`config.mk`:
```
export PLATFORM = sky130hd
export DESIGN_NAME = fifo_writer_flat
export DESIGN_NICKNAME = d
export VERILOG_FILES = /design/src/rtl/fifo_writer_pkg.sv /design/src/rtl/fifo_writer_if.sv /design/src/rtl/fifo_writer_sync2.sv /design/src/rtl/fifo_writer.sv /design/src/flat_wrapper.sv
export SDC_FILE = /design/constraint.sdc
export NUM_CORES = 1
export LEC_CHECK = 0
export ABC_AREA = 0
export BUFFER_PORTS_ARGS = -buffer_cell sky130_fd_sc_hd__buf_2
export CORE_AREA = 4 4 71 73
export DETAILED_ROUTE_END_ITERATION = 16
export DIE_AREA = 0 0 75 77
export PLACE_DENSITY = 0.85
export SLEW_MARGIN = 5
export SYNTH_ARGS = -nofsm -noshare
export SYNTH_HDL_FRONTEND = slang
export SYNTH_SLANG_ARGS = --single-unit
```
`constraint.sdc`:
```
create_clock -name clk -period 4.9 [get_ports clk]
set_input_delay 0.49 -clock clk [delete_from_list [all_inputs] [get_ports clk]]
set_output_delay 0.49 -clock clk [all_outputs]
set_load 0.02 [all_outputs]
```
`src/rtl/fifo_writer_pkg.sv`:
```
// fifo_writer_pkg: FSM state encoding and IDT7201 FIFO strobe/flag polarities,
// shared by the FIFO writer here and the FIFO reader in the display device.
package fifo_writer_pkg;

    typedef enum logic [2:0] {
        RS_HOLD = 3'd0,
        RS_REC  = 3'd1,
        IDLE    = 3'd2,
        SETUP   = 3'd3,
        STROBE  = 3'd4,
        RECOVER = 3'd5
    } wr_state_t;

    // -W, -RS and -FF are all active-low on the IDT7201
    localparam logic W_ASSERT    = 1'b0;
    localparam logic W_DEASSERT  = 1'b1;
    localparam logic RS_ASSERT   = 1'b0;
    localparam logic RS_DEASSERT = 1'b1;
    localparam logic FF_FULL     = 1'b0;
    localparam logic FF_NOT_FULL = 1'b1;

endpackage

```
`src/rtl/fifo_writer_if.sv`:
```
// fifo_writer_if: byte handshake from command logic plus the external FIFO bus.
//   in_data/in_valid/in_ready : valid/ready byte transfer into the writer
//   fifo_q/fifo_w/fifo_rs     : FIFO data bus, -W strobe, -RS reset (active-low)
//   fifo_ff                   : -FF full flag from the FIFO (active-low, async)
// master = the writer, slave = command logic and the FIFO device.
interface fifo_writer_if;

    logic [7:0] in_data;
    logic       in_valid;
    logic       in_ready;
    logic [7:0] fifo_q;
    logic       fifo_w;
    logic       fifo_rs;
    logic       fifo_ff;

    modport master (
        input  in_data, in_valid, fifo_ff,
        output in_ready, fifo_q, fifo_w, fifo_rs
    );

    modport slave (
        output in_data, in_valid, fifo_ff,
        input  in_ready, fifo_q, fifo_w, fifo_rs
    );

endinterface

```
`src/rtl/fifo_writer_sync2.sv`:
```
// fifo_writer_sync2: two-flop synchronizer for an asynchronous single-bit input.
//   clk, rst : clock and async active-low reset (both flops load RST_VAL)
//   d_i      : asynchronous input
//   q_o      : synchronized output, two clk cycles of latency
module fifo_writer_sync2 #(
    parameter logic RST_VAL = 1'b0
) (
    input  logic clk,
    input  logic rst,
    input  logic d_i,
    output logic q_o
);

    logic meta_q;

    always_ff @(posedge clk or negedge rst) begin
        if (!rst) begin
            meta_q <= RST_VAL;
            q_o    <= RST_VAL;
        end else begin
            meta_q <= d_i;
            q_o    <= meta_q;
        end
    end

endmodule

```
`src/rtl/fifo_writer.sv`:
```
// fifo_writer: queues bytes from command logic and writes them into an
// IDT7201-style FIFO with timed -W strobes, stalling while -FF reports full.
//   clk, rst : clock and async active-low reset
//   bus      : master side of fifo_writer_if (byte handshake + FIFO bus)
//   busy     : queue non-empty or a write in progress
//   level    : internal queue occupancy
module fifo_writer
    import fifo_writer_pkg::*;
#(
    parameter int WR_LOW_TICKS  = 3,
    parameter int WR_HIGH_TICKS = 3,
    parameter int RS_TICKS      = 4,
    parameter int QDEPTH_LOG2   = 2
) (
    input  logic                 clk,
    input  logic                 rst,
    fifo_writer_if.master        bus,
    output logic                 busy,
    output logic [QDEPTH_LOG2:0] level
);

    localparam int DEPTH = 1 << QDEPTH_LOG2;
    localparam logic [7:0] RS_LAST   = 8'(RS_TICKS - 1);
    localparam logic [7:0] LOW_LAST  = 8'(WR_LOW_TICKS - 1);
    localparam logic [7:0] HIGH_LAST = 8'(WR_HIGH_TICKS - 1);
    localparam logic [QDEPTH_LOG2:0]   LVL_FULL = {1'b1, {QDEPTH_LOG2{1'b0}}};
    localparam logic [QDEPTH_LOG2:0]   LVL_ONE  = (QDEPTH_LOG2 + 1)'(1);
    localparam logic [QDEPTH_LOG2-1:0] PTR_ONE  = QDEPTH_LOG2'(1);

    wr_state_t              state_q, state_d;
    logic [7:0]             cnt_q, cnt_d;
    logic [7:0]             q_q, q_d;
    logic                   w_q, rs_q, rdy_q;
    logic [QDEPTH_LOG2:0]   lvl_q, lvl_d;
    logic [QDEPTH_LOG2-1:0] wr_ptr_q, rd_ptr_q;
    logic [7:0]             mem_q [DEPTH];
    logic [7:0]             head;
    logic                   ff_s, push, pop;

    fifo_writer_sync2 #(.RST_VAL(FF_NOT_FULL)) u_ff_sync (
        .clk (clk),
        .rst (rst),
        .d_i (bus.fifo_ff),
        .q_o (ff_s)
    );

    assign head = mem_q[rd_ptr_q];
    assign push = bus.in_valid && rdy_q;
    // the byte leaves the queue on the edge where -W goes back high
    assign pop  = state_q == STROBE && cnt_q == LOW_LAST;
    assign lvl_d = lvl_q + (push ? LVL_ONE : '0) - (pop ? LVL_ONE : '0);

    always_comb begin
        state_d = state_q;
        q_d     = q_q;
        case (state_q)
            RS_HOLD: state_d = cnt_q == RS_LAST ? RS_REC : RS_HOLD;
            RS_REC:  state_d = IDLE;
            IDLE: begin
                state_d = lvl_q != '0 ? SETUP : IDLE;
                q_d     = lvl_q != '0 ? head : q_q;
            end
            SETUP:   state_d = ff_s != FF_FULL ? STROBE : SETUP;
            STROBE:  state_d = cnt_q == LOW_LAST ? RECOVER : STROBE;
            RECOVER: begin
                // lvl_q already excludes the byte just written
                state_d = cnt_q != HIGH_LAST ? RECOVER : lvl_q != '0 ? SETUP : IDLE;
                q_d     = cnt_q == HIGH_LAST && lvl_q != '0 ? head : q_q;
            end
            default: state_d = RS_HOLD;
        endcase
        // counter restarts at every state change; free-running wrap in IDLE/SETUP is harmless
        cnt_d = state_d == state_q ? cnt_q + 8'd1 : 8'd0;
    end

    always_ff @(posedge clk or negedge rst) begin
        if (!rst) begin
            state_q  <= RS_HOLD;
            cnt_q    <= '0;
            q_q      <= '0;
            w_q      <= W_DEASSERT;
            rs_q     <= RS_ASSERT;
            rdy_q    <= 1'b0;
            lvl_q    <= '0;
            wr_ptr_q <= '0;
            rd_ptr_q <= '0;
        end else begin
            state_q  <= state_d;
            cnt_q    <= cnt_d;
            q_q      <= q_d;
            // strobes are decoded from the next state so they come straight off flops
            w_q      <= state_d == STROBE ? W_ASSERT : W_DEASSERT;
            rs_q     <= state_d == RS_HOLD ? RS_ASSERT : RS_DEASSERT;
            // registered ready: a pop while full re-opens the queue one cycle later
            rdy_q    <= !(state_q inside {RS_HOLD, RS_REC}) && lvl_d != LVL_FULL;
            lvl_q    <= lvl_d;
            wr_ptr_q <= push ? wr_ptr_q + PTR_ONE : wr_ptr_q;
            rd_ptr_q <= pop ? rd_ptr_q + PTR_ONE : rd_ptr_q;
        end
    end

    always_ff @(posedge clk) begin
        if (push) mem_q[wr_ptr_q] <= bus.in_data;
    end

    assign bus.in_ready = rdy_q;
    assign bus.fifo_q   = q_q;
    assign bus.fifo_w   = w_q;
    assign bus.fifo_rs  = rs_q;
    assign busy         = lvl_q != '0 || state_q inside {SETUP, STROBE, RECOVER};
    assign level        = lvl_q;

endmodule

```
`src/flat_wrapper.sv`:
```
// flat-port wrapper written by rule: the top's interface ports become plain ports
module fifo_writer_flat import fifo_writer_pkg::*;
#(
    parameter int WR_LOW_TICKS  = 3,
    parameter int WR_HIGH_TICKS = 3,
    parameter int RS_TICKS      = 4,
    parameter int QDEPTH_LOG2   = 2
)
  (clk, rst, busy, level, bus_in_data, bus_in_valid, bus_fifo_ff, bus_in_ready, bus_fifo_q, bus_fifo_w, bus_fifo_rs);
  fifo_writer_if bus_i ();
  input  logic clk;
  input  logic rst;
  output logic busy;
  output logic [QDEPTH_LOG2:0] level;
  input wire logic [$bits(bus_i.in_data)-1:0] bus_in_data;
  input wire logic [$bits(bus_i.in_valid)-1:0] bus_in_valid;
  input wire logic [$bits(bus_i.fifo_ff)-1:0] bus_fifo_ff;
  output wire logic [$bits(bus_i.in_ready)-1:0] bus_in_ready;
  output wire logic [$bits(bus_i.fifo_q)-1:0] bus_fifo_q;
  output wire logic [$bits(bus_i.fifo_w)-1:0] bus_fifo_w;
  output wire logic [$bits(bus_i.fifo_rs)-1:0] bus_fifo_rs;
  assign bus_i.in_data = bus_in_data;
  assign bus_i.in_valid = bus_in_valid;
  assign bus_i.fifo_ff = bus_fifo_ff;
  assign bus_in_ready = bus_i.in_ready;
  assign bus_fifo_q = bus_i.fifo_q;
  assign bus_fifo_w = bus_i.fifo_w;
  assign bus_fifo_rs = bus_i.fifo_rs;
  fifo_writer #(.WR_LOW_TICKS(WR_LOW_TICKS), .WR_HIGH_TICKS(WR_HIGH_TICKS), .RS_TICKS(RS_TICKS), .QDEPTH_LOG2(QDEPTH_LOG2)) u_core (.clk(clk), .rst(rst), .bus(bus_i), .busy(busy), .level(level));
endmodule
```
# == Yosys cells after proc, flatten, opt, wreduce, memory -nomap -nowiden ==
# Memory sizes are Yosys's and may differ from the RTL's.
# Index checks and enable logic that the tools add are counted.
# word_totals
ram_bits,32
mem_count,1
output_inout_bits,15
ff_bits,31
inputBits,12
wordCells,59
# mem_list
name,depth,word_bits,rd,rd_clocked_by_memory_dff,wr,line,source
u_core.mem_q,4,8,1,0,1,fifo_writer.sv:36,logic [7:0] mem_q [DEPTH];
# classes
eq_ne,13
addsub,5
muxes,16
n_reduce_logical,13
# ops
cell,n
8-bit 2-to-1 mux,3
3-bit case mux with 6 select lines,1
"8-bit by 2-bit == test with 1-bit output, second input constant",2
8-bit case mux with 2 select lines,1
"3-bit == test, second input constant",3
1-bit 2-to-1 mux,9
"8-bit by 1-bit adder with 8-bit output, second input constant",1
"8-bit by 2-bit != test with 1-bit output, second input constant",1
"3-bit by 2-bit == test with 1-bit output, second input constant",2
3-bit zero test,2
3-bit 2-to-1 mux,2
3-bit nonzero test,2
"2-bit by 1-bit adder with 2-bit output, second input constant",2
1-bit logical AND,4
"2-bit by 1-bit != test with 1-bit output, second input constant",2
2-bit nonzero test,2
3-bit adder,1
"3-bit by 1-bit == test with 1-bit output, second input constant",1
3-bit == test,1
"3-bit != test, second input constant",1
3-bit AND reduction,1
3-bit subtractor,1
1-bit zero test,1
1-bit logical OR,1

# == Logic depth before layout (Yosys ltp) ==
# Gate-level depths: netlist (run 1).
# logic_depth
depth_word,6
depth_mapped,11

# == Hierarchy ==
# Synthesis (run 1) repeated with hierarchy kept, for this count alone.
# hier_totals
cells_unflattened,172
area_unflattened_um2,2663.8
# modules_own_cells
module,area_per_inst_um2,seq_area_each_um2,cells_per_inst,instances
fifo_writer,2611.3,1687.9,170,1
fifo_writer_sync2,52.6,52.6,2,1

# == Least setup slack after synthesis (run 1) ==
# OpenSTA, ideal clock, no wires.
# synth_timing
path_kind,reg2reg
startpoint,reg u_core.cnt_q[0]
endpoint,"reg u_core.rdy_q, in the netlist u_core.bus.in_ready"
t_arrival_ps,2304
required_ps,4772
setup_time_ps,128
path_stages_with_launch,12
synth_period_minus_slack_ps,2432
path_buffers,0
slack_ps,2468
path_cell_list,dfrtp_1 -> inv_1 -> ha_1 -> nor2b_1 -> and4_1 -> ha_1 -> inv_1 -> ha_1 -> fa_1 -> xnor2_1 -> xnor2_1 -> a21oi_1
# synth_between
elab_chain_cells,6
# synth_lines
item,line,source
"start, declared",fifo_writer.sv:31,"logic [7:0] cnt_q, cnt_d;"
"start signal, assigned",fifo_writer.sv:89,cnt_q <= cnt_d;
8-bit by 2-bit == test with 1-bit output,fifo_writer.sv:50,assign pop = state_q == STROBE && cnt_q == LOW_LAST;
1-bit logical AND,fifo_writer.sv:50,
1-bit 2-to-1 mux,fifo_writer.sv:51,assign lvl_d = lvl_q + (push ? LVL_ONE : '0) - (pop ? LVL_ONE : '0);
3-bit subtractor,fifo_writer.sv:51,
net u_core.lvl_d[2],fifo_writer.sv:34,"logic [QDEPTH_LOG2:0] lvl_q, lvl_d;"
3-bit != test,fifo_writer.sv:95,"rdy_q <= !(state_q inside {RS_HOLD, RS_REC}) && lvl_d != LVL_FULL;"
1-bit logical AND,fifo_writer.sv:95,
"end signal, assigned",fifo_writer.sv:83,rdy_q <= 1'b0;
"end signal, assigned",fifo_writer.sv:95,
"end, declared",fifo_writer.sv:33,"logic w_q, rs_q, rdy_q;"
# The timed path passes the listed nets, and every way through them passes these cells.
# A chain may end at the register's enable or synchronous reset.

# == Worst setup path in the final report (run 1) ==
# Same ends and word-level chain as after synthesis.

==> qor.yml, run 1 <==
power:
  seq_power_share_pct: 41.3
  p_int_mw: 1.363
  pwr-share-clk_pct: 28.7
  max-vdd-ir-drop_uv: 475.8
  leakagePower_nw: 1.262
  power_density_nw_per_um2: 653.1
  pwr-share-comb_pct: 30.1
  p_sw_share_pct: 32.82
  switching_power_mw: 0.6659
route:
  wl_per_cell_um: 17.50
  drt-total-wl_um: 4655
  first_pass_iters: 4
  ant_nets: 0
  vias: 1545
  via_per_inst: 5.808
  drc: 0
  drt_iter0_markers: 112
finish:
  fin_nets: 230
  final_layout_size_suffix_gt1_share_pct: 29.91
  num_antenna_cells: 0
  area_growth_pct: 16.30
  final_cells: 266
grt:
  grt_pass1_wl_um: 7721
  grt_pass1_vias: 1603
  grt_max_degree: 32
  grt_use_total_pct: 18.37
  antenna_found_initial: 0
  grt-ovfl-total: 0
floorplan:
  core.rowCount: 24
  fp.coreArea_um2: 4354
  io_pins: 27
  initial_core_util_pct: 61.35
  die_w_um: 75
  die_area_um2: 5775
  die_y_um: 77
setup_path:
  cp-startpoint: "u_core.cnt_q[0]"
  crit_type: "flop to flop"
  worstPathRequired_ns: 5.11
  rr_startpoint: "u_core.cnt_q[0]"
  cp_data_arrival_time_ns: 2.88
  ff2ff_path_depth: 11
  critPathCapture: "u_core.bus.in_ready"
  critPathMaxFanout: 6
  worst_setup_path_start_kind: "flop"
  worstSetupEndpointType: "flop"
  rr_endpoint: "u_core.bus.in_ready"
  ff2ff_setup_slack_ns: 2.23
yosys:
  syn_area_per_cell_um2: 15.09
  ys_warn_count: 0
  ys.flop_type: "edfxtp_1"
  async_reset_ff_share_pct: 49.21
  syn-num-nets: 198
  synth_cell_types: 37
  yosysSeqAreaShare_pct: 65.15
  syn_area_um2: 2671
  synth_cells: 177
  synth_edf_count: 32
  synth_seq_cells: 63
clock_tree:
  cts_sinks: 63
  cts_tree: "yes"
  clock_latency_ns: 0.33
  cts_max_level: 3
  postCtsSetupBuffers: 0
  cts-hold-fix-buffers: 0
  cts-buffers-inserted: 9
  clkTransAtPathRegs_ns: 0.07
  root_buffer: "clkbuf_8"
  clock_path_buffers: 2
  cts.repair.resized: 0
sta:
  tightest_slew_ns: 0.7016
  setup_viol: 0
  final.setup.tns_ns: 0
  period_needed_ns: 2.666
  rsz0062_at_grt: "no"
  maxSlewHeadroom_pct: 53.22
  finClkSkew_ns: 0.008096
  hold_violations: 0
  max_freq_ghz: 0.3751
  final_max_slew_viol_count: 0
  fin_crit_sh_pct: 54.41
flow_run:
  drv_cap: 0
placed_design:
  port_buffers: 26
  gp_congestion: 0.9358
  dp_hpwl_um: 3184
  placedCellCount: 250
hold_path:
  hold_path.class: "primary input to asynchronous set/reset pin"
status:
  outcome: "finished clean"
stage by stage:
| stage | setup slack [ns] | utilization [%] | cell area, µm² | hold slack, ns | power, mW |
|---|---|---|---|---|---|
| final | 2.234 | 71.35 | 3107 | 0.1968 | 2.029 |
| after CTS | 2.248 | 71.35 | 3107 | 0.2124 | 2.045 |
| after detailed placement | 2.261 | 65.37 | 2846 | 0.3489 | 1.464 |
| after global placement | 2.379 | 65.37 | 2846 | 0.3462 | 1.413 |
| after floorplan | 2.468 | - | 2671 | 0.1944 | 1.280 |
| after global routing | 2.101 | 71.35 | 3107 | 0.2320 | 2.148 |
sequential cells by signal, indices dropped and copies added, names as in the netlist, 2 cells and up:
| name | count |
|---|---|
| u_core.bus.fifo_q | 8 |
| u_core.level | 3 |
| u_core.state_q | 3 |
| u_core.wr_ptr_q | 2 |
| u_core.mem_q | 32 |
| u_core.cnt_q | 8 |
| u_core.rd_ptr_q | 2 |
metal layers:
layer,wire length (µm),share of wire (%),GRT usage (%),vias to the layer above
li1,-,-,-,712
met1,1988,43,23.84,799
met2,2440,52,28.14,29
met3,169,3.6,4.706,5
met4,57,1.2,9.431,0
met5,0,0,0,-
layout by cell type, fill, tap and decap left out, drive strengths merged, types with 2 or more instances in the layout:
cell type | Yosys | layout
ha | 8 | 8
nand2b | 2 | 2
nor2 | 12 | 12
and3 | 6 | 6
xor2 | 6 | 6
edfxtp | 32 | 32
clkbuf | 2 | 10
dfstp | 3 | 3
a21oi | 4 | 4
a31oi | 2 | 2
nor4 | 2 | 2
dfrtp | 28 | 28
nor2b | 2 | 2
o21ai | 3 | 3
nand2 | 8 | 8
buf | 3 | 26
nand3 | 9 | 9
bufinv | 0 | 4
mux2 | 8 | 8
inv | 9 | 9
mux4 | 8 | 8
nor3 | 2 | 2
xnor2 | 5 | 5
nand4 | 2 | 2
critical path: stages, from the launching register on:
cell,delay [ns]
dfrtp_1,0.43
inv_1,0.07
ha_1,0.31
nor2b_1,0.17
and4_1,0.25
ha_1,0.28
inv_1,0.04
ha_1,0.18
fa_1,0.38
xnor2_1,0.20
xnor2_1,0.17
a21oi_1,0.09
cells in the mapped netlist (2+ instances only):
library cell	count	area (µm²)
a21oi_1	4	20.02
a31oi_1	2	12.51
and3_1	6	37.54
buf_1	2	7.510
clkbuf_1	2	7.510
dfrtp_1	28	700.7
dfstp_2	3	78.83
edfxtp_1	32	960.9
ha_1	8	100.1
inv_1	9	33.78
mux2_2	8	90.09
mux4_2	8	180.2
nand2_1	8	30.03
nand2b_1	2	12.51
nand3_1	8	40.04
nand4_1	2	12.51
nor2_1	12	45.04
nor2b_1	2	12.51
nor3_1	2	10.01
o21ai_0	3	15.01
xnor2_1	5	43.79
xor2_1	6	52.55
worst min-delay path by stage:
stage | from | end | slack (ns) | depth (start not counted)
after global routing | bus_fifo_ff | u_core.u_ff_sync.meta_q | 0.23 | 1
after floorplan | rst | u_core.bus.fifo_q[0] | 0.19 | 0
after global placement | u_core.u_ff_sync.meta_q | u_core.u_ff_sync.q_o | 0.35 | 0
after CTS | rst | u_core.bus.fifo_q[3] | 0.21 | 1
after detailed placement | u_core.u_ff_sync.meta_q | u_core.u_ff_sync.q_o | 0.35 | 0
final | rst | u_core.bus.fifo_q[3] | 0.20 | 1
final cells by class:
class	count	area (µm²)
Clock inverter	6	132.6
Tap cell	52	65.06
Fill cell	276	1247
Inverter	9	33.78
Clock buffer	10	127.6
Sequential cell	63	1740
Timing Repair Buffer	26	130.1
Multi-Input combinational cell	100	877.1
cell families (layout without fill, tap and decap cells):
| group | Yosys count | in the layout | share of synthesized area [%] |
|---|---|---|---|
| flops | 63 | 63 | 65.15 |
| simple gates | 48 | 48 | 10.12 |
| compound gates | 16 | 16 | 4.497 |
| mux | 16 | 16 | 10.12 |
| buf+inv | 14 | 51 | 2.014 |
| xor+xnor | 11 | 11 | 3.606 |
| fa+ha+maj | 9 | 9 | 4.497 |
power groups by stage:
stage               Clock [mW]  Combinational (mW)  Sequential, mW
floorplan                    0               0.432           0.848
global placement             0               0.583           0.831
detailed placement           0               0.614           0.849
CTS                      0.591               0.616           0.838
global route             0.620               0.668           0.860
finish                   0.581               0.610           0.837
Power figures use the tool's default switching activity.
==> run 2: changes to the inputs <==
Settings changed: CORE_AREA 4 4 71 73 to 4 4 77 79, DIE_AREA 0 0 75 77 to 0 0 81 83, PLACE_DENSITY 0.85 to 0.77.
Clock period 4.9 ns to 2.2 ns, I/O delays scaled along.
==> run 2 against run 1 <==
Compared with the run above: sequential share of layout area decreased by 2.4 points; maximum frequency increased by 22%; combinational power increased to 2.8 times the previous value; largest cell class unchanged; via count increased by 2.3%; clock power increased by 50%; critical path type unchanged; highest routed layer unchanged; register-to-register slack got worse by 2.2 ns.
==> qor.yml, run 2 (synthesized netlist as in run 1, its figures left out) <==
setup_path:
  critPathMaxFanout: 3  # -3
  crit_type: "flop to flop"
  worst_setup_path_start_kind: "flop"
  worstSetupEndpointType: "flop"
  cp_data_arrival_time_ns: 2.41  # -0.47 ns
  worstPathRequired_ns: 2.42  # -2.69 ns
grt:
  grt_pass1_vias: 1626  # +1.4%
  grt_pass1_wl_um: 7900  # +2.3%
  antenna_found_initial: 0  # unchanged
  grt_max_degree: 32  # unchanged
  grt-ovfl-total: 0  # unchanged
  grt_use_total_pct: 15.96  # -2.4 points
power:
  switching_power_mw: 1.520  # +130%
  seq_power_share_pct: 40.8  # -0.5 points
  p_sw_share_pct: 35.16  # +2.3 points
  pwr-share-comb_pct: 39.0  # +8.9 points
  p_int_mw: 2.804  # +110%
  max-vdd-ir-drop_uv: 812.9  # +71%
  power_density_nw_per_um2: 1331  # +100%
  pwr-share-clk_pct: 20.2  # -8.5 points
  leakagePower_nw: 1.333  # +5.6%
clock_tree:
  root_buffer: "clkbuf_8"
  cts-buffers-inserted: 9  # unchanged
  clkTransAtPathRegs_ns: 0.07  # about the same
  clock_path_buffers: 2  # unchanged
  cts_max_level: 3  # unchanged
  clock_latency_ns: 0.34  # about the same
  cts_tree: "yes"
  cts_sinks: 63  # unchanged
floorplan:
  die_area_um2: 6723  # +16%
  core.rowCount: 27  # +13%
  io_pins: 27  # unchanged
  die_w_um: 81  # +8.0%
  initial_core_util_pct: 50.05  # -11 points
  die_y_um: 83  # +7.8%
  fp.coreArea_um2: 5338  # +23%
placed_design:
  dp_hpwl_um: 3166  # -0.55%
  placedCellCount: 287  # +15%
  gp_congestion: 0.8167  # -13%
  port_buffers: 26  # unchanged
route:
  first_pass_iters: 4  # unchanged
  vias: 1580  # +2.3%
  wl_per_cell_um: 14.86  # -15%
  ant_nets: 0  # unchanged
  drt-total-wl_um: 4562  # -2.0%
  drc: 0  # unchanged
  via_per_inst: 5.147  # -11%
  drt_iter0_markers: 85  # -24%
hold_path:
  hold_path.class: "primary input to flop"
sta:
  maxSlewHeadroom_pct: 53.53  # +0.30 points
  final_max_slew_viol_count: 0  # unchanged
  rsz0062_at_grt: "yes"
  period_needed_ns: 2.188  # -0.4782 ns
  hold_ws_ns: 0.08964  # -0.1072 ns
  tightest_slew_ns: 0.6971  # -0.004556 ns
  fin_crit_sh_pct: 99.44  # +45 points
  hold_violations: 0  # unchanged
  finClkSkew_ns: 0.006900  # -0.001196 ns
  final.setup.tns_ns: 0  # unchanged
  setup_viol: 0  # unchanged
  max_freq_ghz: 0.4571  # +22%
finish:
  regMostFlops: "u_core.mem_q"
  num_antenna_cells: 0  # unchanged
  area_growth_pct: 21.59
  final_cells: 307  # +15%
  fin_nets: 251  # +9.1%
  final_cell_mix: "edfxtp_1 (32), dfrtp_1 (27), buf_2 (26)"
  largest_reg_flops: 32  # unchanged
  final_common_cell: "edfxtp_1"
  final_layout_size_suffix_gt1_share_pct: 39.15  # +9.2 points
flow_run:
  drv_cap: 0  # unchanged
status:
  outcome: "finished clean"
[run 2: cell types whose count changed in the layout (fill, tap and decap cells not counted), sizes merged]
cell | previous run | this run
clkbuf | 10 | 11
bufinv | 4 | 0
clkinv | 1 | 3
dlygate4sd3 | 0 | 2
clkinvlp | 1 | 2
buf | 26 | 45
[run 2: worst paths after layout]
check                                         from  cells after the start  slack [ns]                    to
max                                u_core.cnt_q[4]                      9        0.01   u_core.bus.in_ready
min                                 bus_in_data[2]                      1        0.09    u_core.mem_q[0][2]
max reg2reg                        u_core.cnt_q[4]                      9        0.01   u_core.bus.in_ready
min reg2reg                u_core.u_ff_sync.meta_q                      0        0.36  u_core.u_ff_sync.q_o
max in group asynchronous                      rst                      2        1.25       u_core.cnt_q[4]
min in group asynchronous                      rst                      2        0.47  u_core.bus.fifo_q[6]
[run 2: layout make-up]
cell class / count / area (µm²)
Fill cell: 420 / 2090
Sequential cell: 63 / 1742
Multi-Input combinational cell: 100 / 914.6
Timing Repair Buffer: 47 / 292.8
Clock buffer: 11 / 141.4
Tap cell: 72 / 90.09
Clock inverter: 5 / 33.78
Inverter: 9 / 33.78
[run 2: per-stage QoR]
stage	power (mW)	setup WS (ns)	utilization, %	cell area [µm²]
after global routing	4.642	-0.07667	60.85	3248
after global placement	3.397	0.03308	56.66	3024
final	4.324	0.01223	60.85	3248
after CTS	4.325	-0.06020	60.31	3219
after floorplan	2.892	-0.1364	-	2696
after detailed placement	3.446	-0.07364	56.66	3024
[run 2: repair_timing]
action                     4_1_cts  5_1_grt
setup buffers                    0        2
hold endpoints to repair        29        0
setup endpoints to repair        1        2
resized for setup                0        5
pin swaps                        1        3
hold buffers                     2        0
[run 2: worst max-delay path, cell delays in order, from the launching register on]
cell,delay [ns]
dfrtp_2,0.43
nor4_4,0.30
and4_4,0.27
ha_1,0.12
inv_1,0.04
ha_2,0.16
fa_2,0.35
xnor2_2,0.18
xnor2_2,0.14
a21oi_1,0.08
[run 2: per-layer routing]
metal / share of wire, % / track usage [%] / vias up / wire [µm]
met1: 45 / 21.31 / 780 / 2073
met4: 3.2 / 10.14 / 0 / 148
met3: 2.6 / 2.928 / 12 / 120
li1: - / - / 761 / -
met5: 0 / 0 / - / 0
met2: 49 / 23.75 / 27 / 2219
[run 2: power groups by stage]
stage | Combinational, mW | Sequential, mW | Clock [mW]
floorplan | 0.999 | 1.89 | 0
global placement | 1.62 | 1.78 | 0
detailed placement | 1.66 | 1.79 | 0
CTS | 1.67 | 1.77 | 0.891
global route | 1.88 | 1.80 | 0.960
finish | 1.69 | 1.76 | 0.874
